--- src/rtl/address_button_conditioner_if.sv ---
// Button inputs and address-step outputs of the front-panel conditioner.
// The panel side uses master and the conditioner uses slave.
interface address_button_conditioner_if;
  logic inc_button;
  logic dec_button;
  logic increment_address;
  logic decrement_address;
  logic inc_pressed;
  logic dec_pressed;
  logic lockout;

  modport master (
    output inc_button, dec_button,
    input  increment_address, decrement_address, inc_pressed, dec_pressed, lockout
  );
  modport slave (
    input  inc_button, dec_button,
    output increment_address, decrement_address, inc_pressed, dec_pressed, lockout
  );
endinterface

--- src/rtl/address_button_conditioner.sv ---
// Two identical button channels: a synchronizer, a debouncer and an auto-repeat FSM.
// A shared lockout silences both channels while both buttons are down.
module address_button_conditioner_chan #(
  parameter int unsigned DEBOUNCE_CYCLES      = 8,
  parameter int unsigned REPEAT_DELAY_CYCLES  = 40,
  parameter int unsigned REPEAT_PERIOD_CYCLES = 10,
  parameter bit          REPEAT_ENABLE        = 1'b1,
  parameter int unsigned COUNTER_WIDTH        = 16
) (
  input  logic clk,
  input  logic reset,
  input  logic button,
  input  logic other_level,
  output logic level,
  output logic pulse,
  output logic locked
);
  localparam logic [COUNTER_WIDTH-1:0] ONE     = COUNTER_WIDTH'(1);
  localparam logic [COUNTER_WIDTH-1:0] DB_LAST = COUNTER_WIDTH'(DEBOUNCE_CYCLES - 1);
  localparam logic [COUNTER_WIDTH-1:0] RD_LAST = COUNTER_WIDTH'(REPEAT_DELAY_CYCLES - 1);
  localparam logic [COUNTER_WIDTH-1:0] RP_LAST = COUNTER_WIDTH'(REPEAT_PERIOD_CYCLES - 1);

  typedef enum logic [1:0] {IDLE, HOLD, REPEAT, LOCKED} state_t;

  logic [1:0]               sync;
  logic [COUNTER_WIDTH-1:0] dcnt, rcnt, rcnt_inc;
  state_t                   state;

  assign rcnt_inc = (&rcnt) ? rcnt : rcnt + ONE;
  assign locked   = (state == LOCKED);

  always_ff @(posedge clk or posedge reset) begin
    if (reset) sync <= '0;
    else       sync <= {sync[0], button};
  end

  // Any sample agreeing with the current level restarts the stability count.
  always_ff @(posedge clk or posedge reset) begin
    if (reset) begin
      dcnt  <= '0;
      level <= 1'b0;
    end else if (sync[1] == level) begin
      dcnt <= '0;
    end else if (dcnt >= DB_LAST) begin
      level <= sync[1];
      dcnt  <= '0;
    end else begin
      dcnt <= dcnt + ONE;
    end
  end

  always_ff @(posedge clk or posedge reset) begin
    if (reset) begin
      state <= IDLE;
      rcnt  <= '0;
      pulse <= 1'b0;
    end else begin
      pulse <= 1'b0;
      // Lockout wins over any pulse falling due on the same edge.
      if (level && other_level) begin
        if (state != LOCKED) begin
          state <= LOCKED;
          rcnt  <= '0;
        end
      end else begin
        unique case (state)
          IDLE: if (level) begin
            pulse <= 1'b1;
            state <= HOLD;
            rcnt  <= '0;
          end
          HOLD: if (!level) begin
            state <= IDLE;
            rcnt  <= '0;
          end else if (REPEAT_ENABLE && rcnt == RD_LAST) begin
            pulse <= 1'b1;
            state <= REPEAT;
            rcnt  <= '0;
          end else begin
            rcnt <= rcnt_inc;
          end
          REPEAT: if (!level) begin
            state <= IDLE;
            rcnt  <= '0;
          end else if (rcnt == RP_LAST) begin
            pulse <= 1'b1;
            rcnt  <= '0;
          end else begin
            rcnt <= rcnt_inc;
          end
          LOCKED: if (!level) begin
            state <= IDLE;
            rcnt  <= '0;
          end
          default: begin
            state <= IDLE;
            rcnt  <= '0;
          end
        endcase
      end
    end
  end
endmodule

module address_button_conditioner #(
  parameter int unsigned DEBOUNCE_CYCLES      = 8,
  parameter int unsigned REPEAT_DELAY_CYCLES  = 40,
  parameter int unsigned REPEAT_PERIOD_CYCLES = 10,
  parameter bit          REPEAT_ENABLE        = 1'b1,
  parameter int unsigned COUNTER_WIDTH        = 16
) (
  input  logic                         clk,
  input  logic                         reset,
  address_button_conditioner_if.slave  bus
);
  localparam int NUM_CH = 2;

  // Channel 0 is increment, channel 1 is decrement.
  logic [NUM_CH-1:0] button, level, pulse, locked;

  assign button = {bus.dec_button, bus.inc_button};

  for (genvar i = 0; i < NUM_CH; i++) begin : g_ch
    address_button_conditioner_chan #(
      .DEBOUNCE_CYCLES      (DEBOUNCE_CYCLES),
      .REPEAT_DELAY_CYCLES  (REPEAT_DELAY_CYCLES),
      .REPEAT_PERIOD_CYCLES (REPEAT_PERIOD_CYCLES),
      .REPEAT_ENABLE        (REPEAT_ENABLE),
      .COUNTER_WIDTH        (COUNTER_WIDTH)
    ) u_ch (
      .clk         (clk),
      .reset       (reset),
      .button      (button[i]),
      .other_level (level[NUM_CH-1-i]),
      .level       (level[i]),
      .pulse       (pulse[i]),
      .locked      (locked[i])
    );
  end

  assign bus.increment_address = pulse[0];
  assign bus.decrement_address = pulse[1];
  assign bus.inc_pressed       = level[0];
  assign bus.dec_pressed       = level[1];
  assign bus.lockout           = |locked;
endmodule

--- src/flat_wrapper.sv ---
// flat-port wrapper written by rule: the top's interface ports become plain ports
module address_button_conditioner_flat 
#(
  parameter int unsigned DEBOUNCE_CYCLES      = 8,
  parameter int unsigned REPEAT_DELAY_CYCLES  = 40,
  parameter int unsigned REPEAT_PERIOD_CYCLES = 10,
  parameter bit          REPEAT_ENABLE        = 1'b1,
  parameter int unsigned COUNTER_WIDTH        = 16
)
  (clk, reset, bus_inc_button, bus_dec_button, bus_increment_address, bus_decrement_address, bus_inc_pressed, bus_dec_pressed, bus_lockout);
  address_button_conditioner_if bus_i ();
  input  logic clk;
  input  logic reset;
  input wire logic [$bits(bus_i.inc_button)-1:0] bus_inc_button;
  input wire logic [$bits(bus_i.dec_button)-1:0] bus_dec_button;
  output wire logic [$bits(bus_i.increment_address)-1:0] bus_increment_address;
  output wire logic [$bits(bus_i.decrement_address)-1:0] bus_decrement_address;
  output wire logic [$bits(bus_i.inc_pressed)-1:0] bus_inc_pressed;
  output wire logic [$bits(bus_i.dec_pressed)-1:0] bus_dec_pressed;
  output wire logic [$bits(bus_i.lockout)-1:0] bus_lockout;
  assign bus_i.inc_button = bus_inc_button;
  assign bus_i.dec_button = bus_dec_button;
  assign bus_increment_address = bus_i.increment_address;
  assign bus_decrement_address = bus_i.decrement_address;
  assign bus_inc_pressed = bus_i.inc_pressed;
  assign bus_dec_pressed = bus_i.dec_pressed;
  assign bus_lockout = bus_i.lockout;
  address_button_conditioner #(.DEBOUNCE_CYCLES(DEBOUNCE_CYCLES), .REPEAT_DELAY_CYCLES(REPEAT_DELAY_CYCLES), .REPEAT_PERIOD_CYCLES(REPEAT_PERIOD_CYCLES), .REPEAT_ENABLE(REPEAT_ENABLE), .COUNTER_WIDTH(COUNTER_WIDTH)) u_core (.clk(clk), .reset(reset), .bus(bus_i));
endmodule
--- config.mk ---
export PLATFORM = sky130hd
export DESIGN_NAME = address_button_conditioner_flat
export DESIGN_NICKNAME = d
export VERILOG_FILES = /design/src/rtl/address_button_conditioner_if.sv /design/src/rtl/address_button_conditioner.sv /design/src/flat_wrapper.sv
export SDC_FILE = /design/constraint.sdc
export NUM_CORES = 1
export LEC_CHECK = 0
export CORE_MARGIN = 2
export CORE_UTILIZATION = 45
export CTS_CLUSTER_DIAMETER = 150
export DETAILED_ROUTE_END_ITERATION = 6
export GPL_TIMING_DRIVEN = 0
export PLACE_DENSITY = 0.64
export RECOVER_POWER = 25
export SLEW_MARGIN = 10
export SYNTH_ARGS = -nofsm -noshare
export SYNTH_HDL_FRONTEND = slang
export SYNTH_SLANG_ARGS = --single-unit
--- constraint.sdc ---
create_clock -name clk -period 2.5 [get_ports clk]
set_input_delay 0.375 -clock clk [delete_from_list [all_inputs] [get_ports clk]]
set_output_delay 0.375 -clock clk [all_outputs]
set_load 0.02 [all_outputs]
==> results of run 1 <==
## stage by stage
step	setup WS [ns]	cell area, um2	util	hold WS (ns)	total power [mW]
after floorplan	0.187	3810	-	0.331	2.08
final	0.186	4250	0.523	0.351	3.26
after CTS	0.103	4260	0.524	0.340	3.31
after global routing	0.0216	4250	0.523	0.353	3.51
after global placement	-1.03	4030	0.495	0.335	2.30
after detailed placement	0.126	4060	0.499	0.337	2.32
## sequential cells by signal (all words and copies together), names as in the netlist
name,count
u_core.g_ch.u_ch.dcnt,32
u_core.g_ch.u_ch.rcnt,32
u_core.g_ch.u_ch.state,4
u_core.g_ch.u_ch.sync,4
u_core.g_ch.u_ch.level,2
u_core.g_ch.u_ch.pulse,2
## cells in the final DEF, fill, tap and decap left out, types with 4 or more instances in the layout
master	netlist	routed
dfrtp_1	76	76
nor2_1	29	29
conb_1	1	24
a21oi_1	21	21
nand2_1	20	20
nand3_1	16	16
ha_1	16	16
nand4_1	13	13
clkbuf_1	12	12
inv_1	11	10
a31oi_1	10	10
nor3_1	9	9
clkbuf_8	0	9
xnor2_1	8	8
nor4_1	7	6
and3_1	6	6
mux2i_1	7	6
xor2_1	6	6
a41oi_1	6	6
o21ai_1	5	5
o21ai_0	5	5
clkdlybuf4s50_1	0	5
or4_1	4	4
or3_1	4	4
a211oi_1	4	4
nand2b_1	4	4
## final timing paths
check                                             from                           to  slack [ns]
hold / removal             u_core.g_ch[0].u_ch.sync[0]  u_core.g_ch[0].u_ch.sync[1]        0.35
hold reg to reg            u_core.g_ch[0].u_ch.sync[0]  u_core.g_ch[0].u_ch.sync[1]        0.35
setup / recovery           u_core.g_ch[0].u_ch.rcnt[1]  u_core.g_ch[0].u_ch.rcnt[8]        0.19
setup reg to reg           u_core.g_ch[0].u_ch.rcnt[1]  u_core.g_ch[0].u_ch.rcnt[8]        0.19
min in group asynchronous                        reset  u_core.g_ch[1].u_ch.rcnt[5]        0.68
max in group asynchronous                        reset  u_core.g_ch[1].u_ch.rcnt[3]        0.56
## synthesized netlist by cell type (all sizes together) (3+ instances only)
library cell  number  area [um2]
o21ai             10        50.0
xnor2              8        70.1
a211oi             4        30.0
a41oi              6        52.6
a21oi             23         123
xor2               6        52.6
nor2              29         109
or4                5        41.3
nand3b             3        22.5
inv               11        41.3
nand3             16        80.1
clkbuf            12        45.0
or3                4        25.0
nand4             13        81.3
and4               3        26.3
nand2             20        75.1
nand2b             4        25.0
mux2               3        33.8
and3               6        37.5
a31oi             10        62.6
o31ai              3        22.5
nor3b              3        22.5
nor3               9        45.0
ha                16         200
dfrtp             76        1900
nor4               8        56.3
mux2i              7        70.1
buf                4        41.3
## kinds of logic after synthesis
| family | count (synthesis) | share of synthesized area |
|---|---|---|
| compound gates | 76 | 0.144 |
| xor+xnor | 14 | 0.0329 |
| fa+ha+maj | 16 | 0.0537 |
| buf+inv | 27 | 0.0342 |
| flops | 76 | 0.510 |
| mux | 10 | 0.0279 |
| other cells | 1 | 0.00101 |
| simple gates | 133 | 0.196 |
## area by class of cell
type                            instances  area (um2)  area share
Clock buffer                            9         124      0.0291
Buffer                                 16        86.3      0.0203
Sequential cell                        76        1900       0.447
Timing Repair Buffer                    9        87.6      0.0206
Multi-Input combinational cell        273        1790       0.422
Clock inverter                          7        82.6      0.0194
Inverter                               11        42.5      0.0100
Tap cell                              105         131      0.0309
## routing by layer
metal / GRT usage / up-vias / wire [um]
li1: - / 1366 / -
met5: 0 / - / 0
met4: 0.0592 / 0 / 56
met1: 0.240 / 1332 / 3380
met3: 0.0427 / 4 / 192
met2: 0.301 / 40 / 3590
## power groups by stage
stage	Combinational (mW)	Sequential [mW]	Clock [mW]
floorplan	0.691	1.39	0
global placement	0.900	1.40	0
detailed placement	0.924	1.40	0
CTS	0.928	1.38	1.01
global route	1.05	1.39	1.07
finish	0.922	1.38	0.968
==> run_results.csv, run 1 <==
group,metric,value,unit
clocking,clk_pin_slew,0.09,ns
floorplanning,die_w,95.0,um
route,drt_wl_total,7220,um
clocking,cts_htree_levels,3,
logic_synthesis,ys_ff_latch,76,
timing,relSlewSlack,0.273,
placed_design,dp.cells,490,
route,drc_errors,0,
pwr,p_clk_frac,0.296,
global_route,grt-ovfl-total,0,
timing,tightest_slew,1.08,ns
global_route,antenna_found_initial,0,
worst_setup_path,r2r_cells,8,
pwr,p_per_area,768,nW/um2
global_route,grt_pass1_vias,2766,
worst_setup_path,cpPeakStageDelay,0.52,ns
clocking,postCtsHoldBufs,0,
floorplanning,rows,33,
clocking,cts_num_sinks,76,
logic_synthesis,synthCells,353,
worst_setup_path,cp.arrival,2.54,ns
pwr,p_sw,1.12,mW
clocking,cts_tree,"yes",
logic_synthesis,ys_async_sr_fraction,1.00,
pwr,power_frac_comb,0.282,
clocking,clock_path_buffers,2,
timing,setup_tns,0,ns
worst_setup_path,cp_num_cells,8,
route,drtIter0Drc,148,
pwr,p_int,2.15,mW
timing,finalCriticalPeriod,2.31,ns
layout,finalNonFillerCells,506,
worst_setup_path,cp-start-kind,"flop",
timing,hold_viol,0,
layout,drive_above_1_share,0.0873,
placed_design,hpwl,4980,um
floorplanning,die_area,9030,um2
global_route,grt_use_total,0.183,
worst_hold_path,holdCritPathClass,"flop to flop",
route,via_per_inst,5.42,
worst_setup_path,cpLargestDelayFamily,"simple AND/OR/NAND/NOR gates",
floorplanning,ioPinCount,9,
pwr,seqPwrFrac,0.421,
timing,setup_viol,0,
placed_design,gp_congestion,0.899,
pwr,swShare,0.342,
worst_setup_path,crit_required,2.72,ns
clocking,worst_skew_pair.late_latency,0.34,ns
floorplanning,initial_core_util,0.458,
worst_hold_path,hold_path_depth,0,
route,vias,2742,
global_route,grt_max_degree,52,
floorplanning,die_y,95.0,um
layout,nets,416,
logic_synthesis,synth-edff-count,0,
worst_setup_path,worstPathMaxFanout,10,
timing,fin_crit_sh,0.926,
worst_setup_path,crit_type,"flop to flop",
timing,grt_setup_unrepaired,"false",
layout,num-fill-cells,720,
status,status,"finished, final reports clean",
logic_synthesis,syn_avg_cell_area,10.6,um2
placed_design,port_buffers,8,
timing,fin_worst_skew,0.0105,ns
clocking,postCtsSetupRepairBufs,0,
worst_setup_path,critPathBufInv,2,
global_route,grt_pass1_wl,12900,um
layout,syn2layout_area_growth,14.0,%
logic_synthesis,syn_area,3730,um2
route,final_antenna_net_count,0,
run,drv_cap,0,
timing,maxSlewViolCount,0,
logic_synthesis,yosysSeqAreaShare,0.510,
logic_synthesis,yosys_warnings,0,
clocking,cts_buffers,9,
pwr,ir_drop,0.339,mV
worst_setup_path,critPathSlowestCell,"or4bb_1",
worst_setup_path,end_kind,"flop",
clocking,root_buffer,"clkbuf_8",
route,detail_route.wl_per_cell,14.3,um
floorplanning,core-area,8130,um2
pwr,p_leak,1.77,nW
logic_synthesis,synthDistinctLibCells,55,
clocking,ctsResizeCount,0,
route,first_pass_iters,5,
timing,max_freq,432,MHz
layout,antenna_cells,0,
worst_setup_path,crit_chain,"inv_1, ha_1, or4bb_1, nor4_1, o22ai_1, a21oi_2, buf_4, a21oi_1",
logic_synthesis,synth_top_flop_cell,"dfrtp_1",
No activity file was read; power rests on OpenSTA's default activity.
==> inputs of run 2 (changes only) <==
CTS_CLUSTER_SIZE = 10   (was not set)
==> results of run 2 <==
The final DEF is identical to that of run 1; final timing and power are the same.
